===== src/rtl/beam_scan_controller.sv =====
// -----------------------------------------------------------------------------
// beam_scan_controller
//
// Raster sequencer for the beamformer. It sweeps the focus point (p_x, p_y)
// over a square grid in y-major / x-minor order. For each point it holds the
// coordinates while the delay generator settles, then pulses the beamformer
// and waits for its energy result. It keeps the arg-max over the whole scan.
//
// Optional feature (compile-time macro BEAM_SCAN_TIMEOUT_EN):
//   A WAIT watchdog is added. When it expires, the current point is given
//   energy 0, and the sticky o_timeout output is raised.
// -----------------------------------------------------------------------------
module beam_scan_controller #(
    parameter int GRID_MIN    = -64,
    parameter int GRID_MAX    = 64,
    parameter int STEP        = 16,
    parameter int SETTLE_CYC  = 2,
    parameter int ENERGY_W    = 32,
    parameter int TIMEOUT_CYC = 1023
) (
    input  logic                i_clk,
    input  logic                i_rst,
    input  logic                i_start,
    input  logic                i_abort,
    output logic signed [7:0]   o_p_x,
    output logic signed [7:0]   o_p_y,
    output logic                o_bf_start,
    input  logic                i_bf_done,
    input  logic [ENERGY_W-1:0] i_bf_energy,
    output logic                o_busy,
    output logic [7:0]          o_point_idx,
    output logic                o_done,
    output logic                o_best_valid,
    output logic signed [7:0]   o_best_x,
    output logic signed [7:0]   o_best_y,
    output logic [ENERGY_W-1:0] o_best_energy
`ifdef BEAM_SCAN_TIMEOUT_EN
    ,
    output logic                o_timeout
`endif
);

    typedef enum logic [2:0] {
        ST_IDLE   = 3'd0,
        ST_SETTLE = 3'd1,
        ST_FIRE   = 3'd2,
        ST_WAIT   = 3'd3,
        ST_UPDATE = 3'd4,
        ST_DONE   = 3'd5
    } state_t;

    // Coordinates are handled at 9 bits so the end-of-axis compare is exact.
    localparam logic signed [8:0] GMIN9 = 9'(GRID_MIN);
    localparam logic signed [8:0] GMAX9 = 9'(GRID_MAX);
    localparam logic signed [8:0] STEP9 = 9'(STEP);
    localparam logic signed [7:0] GMIN8 = GMIN9[7:0];

    localparam int SCW = (SETTLE_CYC > 1) ? $clog2(SETTLE_CYC) : 1;
    localparam logic [SCW-1:0] SETTLE_LAST = SCW'(SETTLE_CYC - 1);
    localparam logic [SCW-1:0] SETTLE_ONE  = SCW'(1);
    localparam logic [SCW-1:0] SETTLE_ZERO = SCW'(0);

`ifdef BEAM_SCAN_TIMEOUT_EN
    localparam int WDW = (TIMEOUT_CYC > 1) ? $clog2(TIMEOUT_CYC) : 1;
    localparam logic [WDW-1:0] WD_LAST = WDW'(TIMEOUT_CYC - 1);
    localparam logic [WDW-1:0] WD_ONE  = WDW'(1);
    localparam logic [WDW-1:0] WD_ZERO = WDW'(0);
    logic [WDW-1:0] wd_cnt_r;
`endif

    state_t              state_r;
    logic [SCW-1:0]      settle_cnt_r;
    logic [ENERGY_W-1:0] energy_r;

    logic signed [8:0]   x_ext_s;
    logic signed [8:0]   y_ext_s;
    logic signed [8:0]   x_inc_s;
    logic signed [8:0]   y_inc_s;
    logic                x_at_end_s;
    logic                y_at_end_s;

    // Next raster position. If a step would leave the 8-bit range, it is treated as the end of the axis.
    always_comb begin
        x_ext_s    = {o_p_x[7], o_p_x};
        y_ext_s    = {o_p_y[7], o_p_y};
        x_inc_s    = x_ext_s + STEP9;
        y_inc_s    = y_ext_s + STEP9;
        x_at_end_s = (x_ext_s == GMAX9) || (x_inc_s[8] != x_inc_s[7]);
        y_at_end_s = (y_ext_s == GMAX9) || (y_inc_s[8] != y_inc_s[7]);
    end

    // Scan sequencer: state, raster position, arg-max tracking and all registered outputs
    always_ff @(posedge i_clk) begin
        if (i_rst) begin
            state_r       <= ST_IDLE;
            settle_cnt_r  <= SETTLE_ZERO;
            energy_r      <= {ENERGY_W{1'b0}};
            o_p_x         <= 8'sd0;
            o_p_y         <= 8'sd0;
            o_bf_start    <= 1'b0;
            o_busy        <= 1'b0;
            o_point_idx   <= 8'd0;
            o_done        <= 1'b0;
            o_best_valid  <= 1'b0;
            o_best_x      <= 8'sd0;
            o_best_y      <= 8'sd0;
            o_best_energy <= {ENERGY_W{1'b0}};
`ifdef BEAM_SCAN_TIMEOUT_EN
            wd_cnt_r      <= WD_ZERO;
            o_timeout     <= 1'b0;
`endif
        end else if ((state_r != ST_IDLE) && i_abort) begin
            // Abort beats everything else. Coordinates and partial best are kept.
            state_r    <= ST_IDLE;
            o_busy     <= 1'b0;
            o_bf_start <= 1'b0;
            o_done     <= 1'b0;
        end else begin
            o_bf_start <= 1'b0;
            o_done     <= 1'b0;
            case (state_r)
                ST_IDLE: begin
                    if (i_start && !i_abort) begin
                        o_p_x         <= GMIN8;
                        o_p_y         <= GMIN8;
                        o_point_idx   <= 8'd0;
                        o_best_valid  <= 1'b0;
                        o_best_energy <= {ENERGY_W{1'b0}};
                        o_best_x      <= GMIN8;
                        o_best_y      <= GMIN8;
                        o_busy        <= 1'b1;
                        settle_cnt_r  <= SETTLE_ZERO;
`ifdef BEAM_SCAN_TIMEOUT_EN
                        o_timeout     <= 1'b0;
`endif
                        state_r       <= ST_SETTLE;
                    end
                end
                ST_SETTLE: begin
                    if (settle_cnt_r == SETTLE_LAST) begin
                        state_r <= ST_FIRE;
                    end else begin
                        settle_cnt_r <= settle_cnt_r + SETTLE_ONE;
                    end
                end
                ST_FIRE: begin
                    o_bf_start <= 1'b1;
`ifdef BEAM_SCAN_TIMEOUT_EN
                    wd_cnt_r   <= WD_ZERO;
`endif
                    state_r    <= ST_WAIT;
                end
                ST_WAIT: begin
                    if (i_bf_done) begin
                        energy_r <= i_bf_energy;
                        state_r  <= ST_UPDATE;
`ifdef BEAM_SCAN_TIMEOUT_EN
                    end else if (wd_cnt_r == WD_LAST) begin
                        energy_r  <= {ENERGY_W{1'b0}};
                        o_timeout <= 1'b1;
                        state_r   <= ST_UPDATE;
                    end else begin
                        wd_cnt_r <= wd_cnt_r + WD_ONE;
`endif
                    end
                end
                ST_UPDATE: begin
                    // Strictly greater, so ties keep the earlier point.
                    if ((o_point_idx == 8'd0) || (energy_r > o_best_energy)) begin
                        o_best_x      <= o_p_x;
                        o_best_y      <= o_p_y;
                        o_best_energy <= energy_r;
                    end
                    o_point_idx <= o_point_idx + 8'd1;
                    if (x_at_end_s && y_at_end_s) begin
                        state_r <= ST_DONE;
                    end else begin
                        if (x_at_end_s) begin
                            o_p_x <= GMIN8;
                            o_p_y <= y_inc_s[7:0];
                        end else begin
                            o_p_x <= x_inc_s[7:0];
                        end
                        settle_cnt_r <= SETTLE_ZERO;
                        state_r      <= ST_SETTLE;
                    end
                end
                ST_DONE: begin
                    o_done       <= 1'b1;
                    o_best_valid <= 1'b1;
                    o_busy       <= 1'b0;
                    state_r      <= ST_IDLE;
                end
                default: begin
                    state_r <= ST_IDLE;
                    o_busy  <= 1'b0;
                end
            endcase
        end
    end

endmodule


===== config.mk =====
export PLATFORM = sky130hd
export DESIGN_NAME = beam_scan_controller
export DESIGN_NICKNAME = d
export VERILOG_FILES = /design/src/rtl/beam_scan_controller.sv
export SDC_FILE = /design/constraint.sdc
export NUM_CORES = 1
export LEC_CHECK = 0
export ABC_AREA = 1
export BUFFER_PORTS_ARGS = -buffer_cell sky130_fd_sc_hd__clkbuf_2
export CORE_MARGIN = 5
export CORE_UTILIZATION = 30
export DETAILED_ROUTE_END_ITERATION = 10
export SYNTH_ARGS = -nofsm -noshare
export SYNTH_HDL_FRONTEND = slang
export SYNTH_SLANG_ARGS = --single-unit

===== constraint.sdc =====
create_clock -name i_clk -period 2.1 [get_ports i_clk]
set_clock_uncertainty 0.15 [all_clocks]
set_input_delay 0 -clock i_clk [delete_from_list [all_inputs] [get_ports i_clk]]
set_output_delay 0 -clock i_clk [all_outputs]
set_load 0.1 [all_outputs]

==> key figures, run 1 <==
Final layout
  – ANT cells: 0
  – Nets: 994
  – Layout Utilization: 46.7%
  – Most frequent cells in the layout: nand2_1, nor2_1, clkbuf_2
  – Most common cell after layout, fill and taps aside: nand2_1
  – Final instance area: 0.00778 mm^2
  – Filler cells: 1,635
  – Share of cells above drive strength 1: 40.7%
  – Area growth, synth to finish: 52.4%

Synth
  – Mean Syn Cell Area: 6.94 um^2
  – Post-synth EDFFs: 0
  – Yosys Warn Count: 0
  – Part of the Yosys area used for sequential elements: 37.7%
  – Async S/R FF share, synth: 0%
  – Number of distinct library cells after synthesis: 35
  – Ys flop type: dfxtp_1
  – Seq cells post-synth: 96
  – Post-synthesis cell area: 0.00510 mm^2
  – Syn Inst Count: 735

Route
  – Detailed Route WL: 15,100 um
  – Vias per cell: 4.53
  – Routed len/inst: 13.2 um
  – DRC: 0
  – TritonRoute pass-1 iters: 4
  – Vias: 5,182
  – DR iter-0 viols: 203
  – Final ANT Viol Nets: 0

Timing
  – Max-Slew Margin vs Limit: 61.5%
  – Tmin final: 2100 ps
  – Tcrit/Tclk final: 99.8%
  – Slew @ Worst Pin: 580 ps
  – RSZ-0062 raised after global routing: true
  – Hold slack: 251 ps
  – Hold Fails Final Rpt: 0
  – Setup TNS: 0 ps
  – Slew Limit Fails: 0
  – Setup-failing EPs final: 0
  – Final worst slack: 3.95 ps
  – Fmax: 0.477 GHz

Global routing
  – GR Util All Layers: 14.7%
  – First-pass GRT wire length: 23,500 um
  – Grt ovf: 0
  – Initial antenna violation count: 0
  – Vias in the first global route: 4,774
  – Largest net degree at the start of global routing: 44

Setup path
  – Slowest cell on the critical path: dfxtp_1
  – Critical path fanouts, max: 6
  – CP Launch Type: register
  – Setup crit end kind: register
  – Crit path arrival time: 2200 ps
  – Critical path, cell by cell: ha_4, a21oi_2, nor2_1, nor2_1, nand3_2, a21oi_2, nand2_1, nand2_2, nand2_8, nand2_8, buf_8, nand2_1, nand2_1, nor2_1
  – WP data required: 2200 ps
  – Slowest Stage Delay on Critical Path: 380 ps
  – CP Class: register to register

Floorplanning
  – Initial Util: 30.7%
  – FP Rows: 47
  – Die X: 140 um
  – Die ar.: 0.0197 mm^2
  – Die height: 140 um
  – Top-level I/O count: 113
  – Area of the core: 0.0166 mm^2

Clocking
  – Clock sinks: 96
  – TritonCTS clock tree: yes
  – Clk root buf: clkbuf_16
  – H-tree depth: 3
  – Clock buffer count from CTS: 9
  – Skew-Pair Late Insertion Delay: 350 ps
  – Clk buf depth: 2
  – Clock transition at path regs: 70 ps

Placement
  – Placed cell areas: 0.00662 mm^2
  – Pre-CTS setup slack: -131 ps
  – IO Port Bufs: 96
  – Post-DP HPWL: 10,200 um
  – RD Place Congestion: 0.833

Power and ir drop
  – Sw frac: 42.7%
  – Gate power share: 41.5%
  – Clock power frac: 25.2%
  – Leakage: 3.52 nW
  – P_sw: 0.00270 W
  – Peak supply drop: 0.000445 V
  – Pwr dens: 812 mW/mm^2
  – Sequential share of power: 33.4%
  – Internal: 0.00362 W

Run status
  – Status: finished, final reports clean

Run
  – # Max-Cap Violations: 0

Hold path
  – Hold Path Class: primary input to register
-- flip-flops by register name, summed over array words and instances, names as in the netlist, 3 cells and up --
register / cells
o_point_idx: 8
o_best_x: 4
state_r: 3
energy_r: 32
o_best_y: 4
o_p_y: 4
o_best_energy: 32
o_p_x: 4
-- power by group through the flow --
stage          Combinational (W)  Clock [W]  Sequential, W
3_5_place_dp             0.00232          0        0.00215
4_1_cts                  0.00242    0.00164        0.00211
3_3_place_gp             0.00231          0        0.00214
6_report                 0.00262    0.00159        0.00211
5_1_grt                  0.00280    0.00171        0.00213
2_1_floorplan           0.000872          0        0.00309
-- per-layer routing --
layer  vias up  part of all wire [%]  global-route usage, %
li1       2675                     -                      -
met5         -                     0                      0
met3        17                   5.9                   4.02
met4         0                   1.4                   4.03
met1      2376                    47                   19.3
met2       114                    46                   23.7
-- final cells by class --
type	instances	area, um^2	share of cell area (%)
inverters	86	340	4.38
flip-flops and latches	96	2080	26.7
well taps	220	275	3.54
repair buffers	207	1580	20.3
clock inverters	3	17.5	0.225
clock buffers	13	260	3.35
multi-input cells	519	3230	41.5
-- stage by stage --
step	cells	power, W
6_report	1144	0.00632
3_3_place_gp	1079	0.00445
3_5_place_dp	1079	0.00447
5_1_grt	1144	0.00663
4_1_cts	1133	0.00616
2_1_floorplan	750	0.00397
-- critical path: cells and delay by family (launching register included) --
family                   cells  cell delay (ps)
AO/OA/AOI/OAI                2              290
AND/OR/NAND/NOR             10              810
adder cells (fa/ha/maj)      1              230
buffers and inverters        1              130
flip-flops                   1              380
-- synthesized netlist by cell type (3+ instances only) --
| cell | n | area [um^2] |
|---|---|---|
| dfxtp_1 | 96 | 1920 |
| o21ai_0 | 42 | 210 |
| buf_2 | 10 | 50.1 |
| ha_1 | 38 | 475 |
| buf_1 | 3 | 11.3 |
| a21oi_1 | 71 | 355 |
| a211oi_1 | 3 | 22.5 |
| inv_1 | 80 | 300 |
| clkbuf_1 | 17 | 63.8 |
| nor2_1 | 130 | 488 |
| buf_4 | 17 | 128 |
| inv_2 | 5 | 18.8 |
| nand3_1 | 42 | 210 |
| nor2_4 | 6 | 67.6 |
| nor3_1 | 8 | 40.0 |
| nand2_1 | 140 | 526 |
-- final timing paths --
| kind | to | cells after the start | start | slack (ps) |
|---|---|---|---|---|
| min | energy_r[5] | 4 | i_bf_energy[5] | 250 |
| max reg2reg | o_best_energy[25] | 14 | energy_r[21] | 4 |
| max | o_best_energy[25] | 14 | energy_r[21] | 4 |
| min reg2reg | o_best_valid | 2 | o_best_valid | 320 |
-- kinds of logic (layout without fill, tap and decap cells) --
kind of cell,count (synthesis),count (layout),share of synthesized area [%]
compound gates,125,125,12.8
xor+xnor,2,2,0.343
fa+ha+maj,38,38,9.32
buf+inv,135,309,11.8
flops,96,96,37.7
other cells,1,16,0.0735
simple gates,338,338,28.0
-- repair_timing --
item                                   in CTS  in global routing
setup endpoints to repair                  41                 45
resized for setup                          19                 72
buffers inserted                            1                  9
cloned                                      1                  2
endpoints found under the hold margin      44                  0
pin swaps                                   3                 17
hold buffers                               36                  0
Power figures use the tool's default switching activity.
==> run 2: changes to the inputs <==
--- a/config.mk
+++ b/config.mk
@@ -8,8 +8,9 @@
 export ABC_AREA = 1
 export BUFFER_PORTS_ARGS = -buffer_cell sky130_fd_sc_hd__clkbuf_2
 export CORE_MARGIN = 5
-export CORE_UTILIZATION = 30
+export CORE_UTILIZATION = 45
 export DETAILED_ROUTE_END_ITERATION = 10
+export PLACE_DENSITY = 0.68
 export SYNTH_ARGS = -nofsm -noshare
 export SYNTH_HDL_FRONTEND = slang
 export SYNTH_SLANG_ARGS = --single-unit
==> key figures, run 2 (synthesized netlist as in run 1, its figures left out) <==
Run status
  – Status: finished with violations (was finished, final reports clean)
  – Failing checks: setup timing

Setup path
  – RR Startpoint: o_best_energy[23] (was energy_r[21])
  – Crit path arrival time: 2270 ps (was 2200 ps)
  – CP Class: register to register (unchanged)
  – WP data required: 2190 ps (was 2200 ps)
  – Setup crit end kind: register (unchanged)
  – Critical path fanouts, max: 7 (was 6)
  – Flop2flop setup slack: -80 ps (was 4 ps)
  – CP Launch Type: register (unchanged)
  – Critical Path Start: o_best_energy[23] (was energy_r[21])

Power and ir drop
  – P_sw: 0.00264 W (was 0.00270 W)
  – Pwr dens: 859 mW/mm^2 (was 812 mW/mm^2)
  – Gate power share: 38.8% (was 41.5%)
  – Sw frac: 42.4% (was 42.7%)
  – Internal: 0.00359 W (was 0.00362 W)
  – Leakage: 3.30 nW (was 3.52 nW)
  – Clock power frac: 27.1% (was 25.2%)
  – Sequential share of power: 34.1% (was 33.4%)
  – Peak supply drop: 0.000547 V (was 0.000445 V)

Timing
  – Slew Limit Fails: 0 (unchanged)
  – Setup-failing EPs final: 40 (was 0)
  – RSZ-0062 raised after global routing: true (unchanged)
  – Tmin final: 2180 ps (was 2100 ps)
  – Hold Fails Final Rpt: 0 (unchanged)
  – Tcrit/Tclk final: 104% (was 99.8%)
  – Slew @ Worst Pin: 578 ps (was 580 ps)
  – Final worst slack: -76.4 ps (was 3.95 ps)
  – Fmax: 0.459 GHz (was 0.477 GHz)
  – Max-Slew Margin vs Limit: 61.6% (was 61.5%)

Final layout
  – Reg area: 0.00208 mm^2 (about the same)
  – Share of cells above drive strength 1: 36.1% (was 40.7%)
  – Layout Utilization: 66.1% (was 46.7%)
  – Nets: 953 (was 994)
  – Most frequent cells in the layout: nand2_1, nor2_1, clkbuf_2 (unchanged)
  – Most common cell after layout, fill and taps aside: nand2_1 (unchanged)
  – Final instance area: 0.00726 mm^2 (was 0.00778 mm^2)
  – ANT cells: 0 (unchanged)
  – Area growth, synth to finish: 42.2% (was 52.4%)
  – Filler cells: 951 (was 1,635)
  – Area occupied by multi-input gates: 0.00312 mm^2 (was 0.00323 mm^2)
  – Biggest regs: energy_r (32), o_best_energy (32), o_point_idx (8) (unchanged)

Floorplanning
  – Die X: 116 um (was 140 um)
  – Initial Util: 46.5% (was 30.7%)
  – Die ar.: 0.0136 mm^2 (was 0.0197 mm^2)
  – Top-level I/O count: 113 (unchanged)
  – Die height: 116 um (was 140 um)
  – Area of the core: 0.0110 mm^2 (was 0.0166 mm^2)
  – FP Rows: 38 (was 47)

Clocking
  – TritonCTS clock tree: yes (unchanged)
  – Clock buffer count from CTS: 9 (unchanged)
  – Skew-Pair Late Insertion Delay: 350 ps (about the same)
  – H-tree depth: 3 (unchanged)
  – Clk root buf: clkbuf_16 (unchanged)
  – Clock transition at path regs: 70 ps (about the same)
  – Clk buf depth: 2 (unchanged)
  – Clock sinks: 96 (unchanged)

Run
  – # Max-Cap Violations: 0 (unchanged)

Global routing
  – Grt ovf: 0 (unchanged)
  – Largest net degree at the start of global routing: 44 (unchanged)
  – Initial antenna violation count: 0 (unchanged)
  – First-pass GRT wire length: 23,300 um (was 23,500 um)
  – GR Util All Layers: 21.8% (was 14.7%)
  – Vias in the first global route: 4,903 (was 4,774)

Placement
  – Post-DP HPWL: 9660 um (was 10,200 um)
  – Placed cell areas: 0.00621 mm^2 (was 0.00662 mm^2)
  – RD Place Congestion: 0.847 (was 0.833)
  – IO Port Bufs: 96 (unchanged)

Route
  – Routed len/inst: 14.3 um (was 13.2 um)
  – TritonRoute pass-1 iters: 4 (unchanged)
  – DR iter-0 viols: 259 (was 203)
  – DRC: 0 (unchanged)
  – Detailed Route WL: 14,600 um (was 15,100 um)
  – Vias: 5,100 (was 5,182)
  – Vias per cell: 4.99 (was 4.53)
  – Final ANT Viol Nets: 0 (unchanged)

Hold path
  – Hold path startpoint: i_bf_energy[19] (was i_bf_energy[5])
  – Hold Path Class: primary input to register (unchanged)
## run 2: cell types whose count changed in the layout (fill, tap and decap cells not counted), moves of 3 or more
| cell | delta |
|---|---|
| nand2_2 | -6 |
| nand2_4 | +3 |
| nand3_2 | -6 |
| ha_1 | +4 |
| nand2_1 | +3 |
| nand3_1 | +6 |
| ha_4 | -4 |
| buf_4 | -37 |
| nor2_4 | -4 |
| nor2_1 | +4 |
## run 2: final timing paths
check,to,cells past startpoint
setup / recovery,o_best_energy[28],14
hold reg to reg,o_best_valid,2
hold / removal,energy_r[19],4
setup reg to reg,o_best_energy[28],14
## run 2: critical path: stages, from the launching register on
cell and delay, ps:
dfxtp_4 350, inv_2 40, ha_4 270, nand2_4 60, nor2_4 100, nand4_1 150
nor2_2 190, nand2_1 70, nand2_1 70, nand2_2 80, nand2_8 140, nand2_8 80
buf_6 140, nor2_1 110, nor2_1 70
## run 2: power by group through the flow
stage / clock, W / sequential, W / combinational [W]
2_1_floorplan: 0 / 0.00309 / 0.000872
3_3_place_gp: 0 / 0.00215 / 0.00215
3_5_place_dp: 0 / 0.00216 / 0.00218
4_1_cts: 0.00173 / 0.00212 / 0.00226
5_1_grt: 0.00182 / 0.00215 / 0.00258
6_report: 0.00169 / 0.00213 / 0.00242
## run 2: per-layer routing
layer  track usage (%)  wire [um]  vias up
li1                  -          -     2598
met1              27.1       6220     2351
met2              37.3       7300      131
met3              4.97        844       20
met4              6.96        264        0
met5                 0          0        -
## run 2: cell type report
class,instances,area share (%)
Sequential cell,96,28.7
Timing Repair Buffer,166,17.0
Multi-Input combinational cell,519,43.0
Tap cell,140,2.41
Inverter,86,4.62
Clock buffer,12,3.98
Clock inverter,4,0.293
## run 2: through the flow
step	TNS (ps)	worst slack [ps]	total power, W	hold slack [ps]	instances
final	-1330	-76.4	0.00624	258	1023
after global routing	-5470	-176	0.00655	277	1023
after CTS	-199	-23.3	0.00611	250	1015
after detailed placement	-2440	-109	0.00434	78.6	961
after global placement	-1810	-80.3	0.00430	73.4	961
after floorplan	-467	-18.0	0.00397	-15.1	750
## run 2: what timing repair did
item / in CTS / in global routing
hold buffers: 36 / 0
cloned: 2 / 1
setup endpoints to repair: 40 / 46
setup buffers: 0 / 7
pin swaps: 3 / 16
endpoints found under the hold margin: 45 / 0
gates resized for setup: 18 / 45
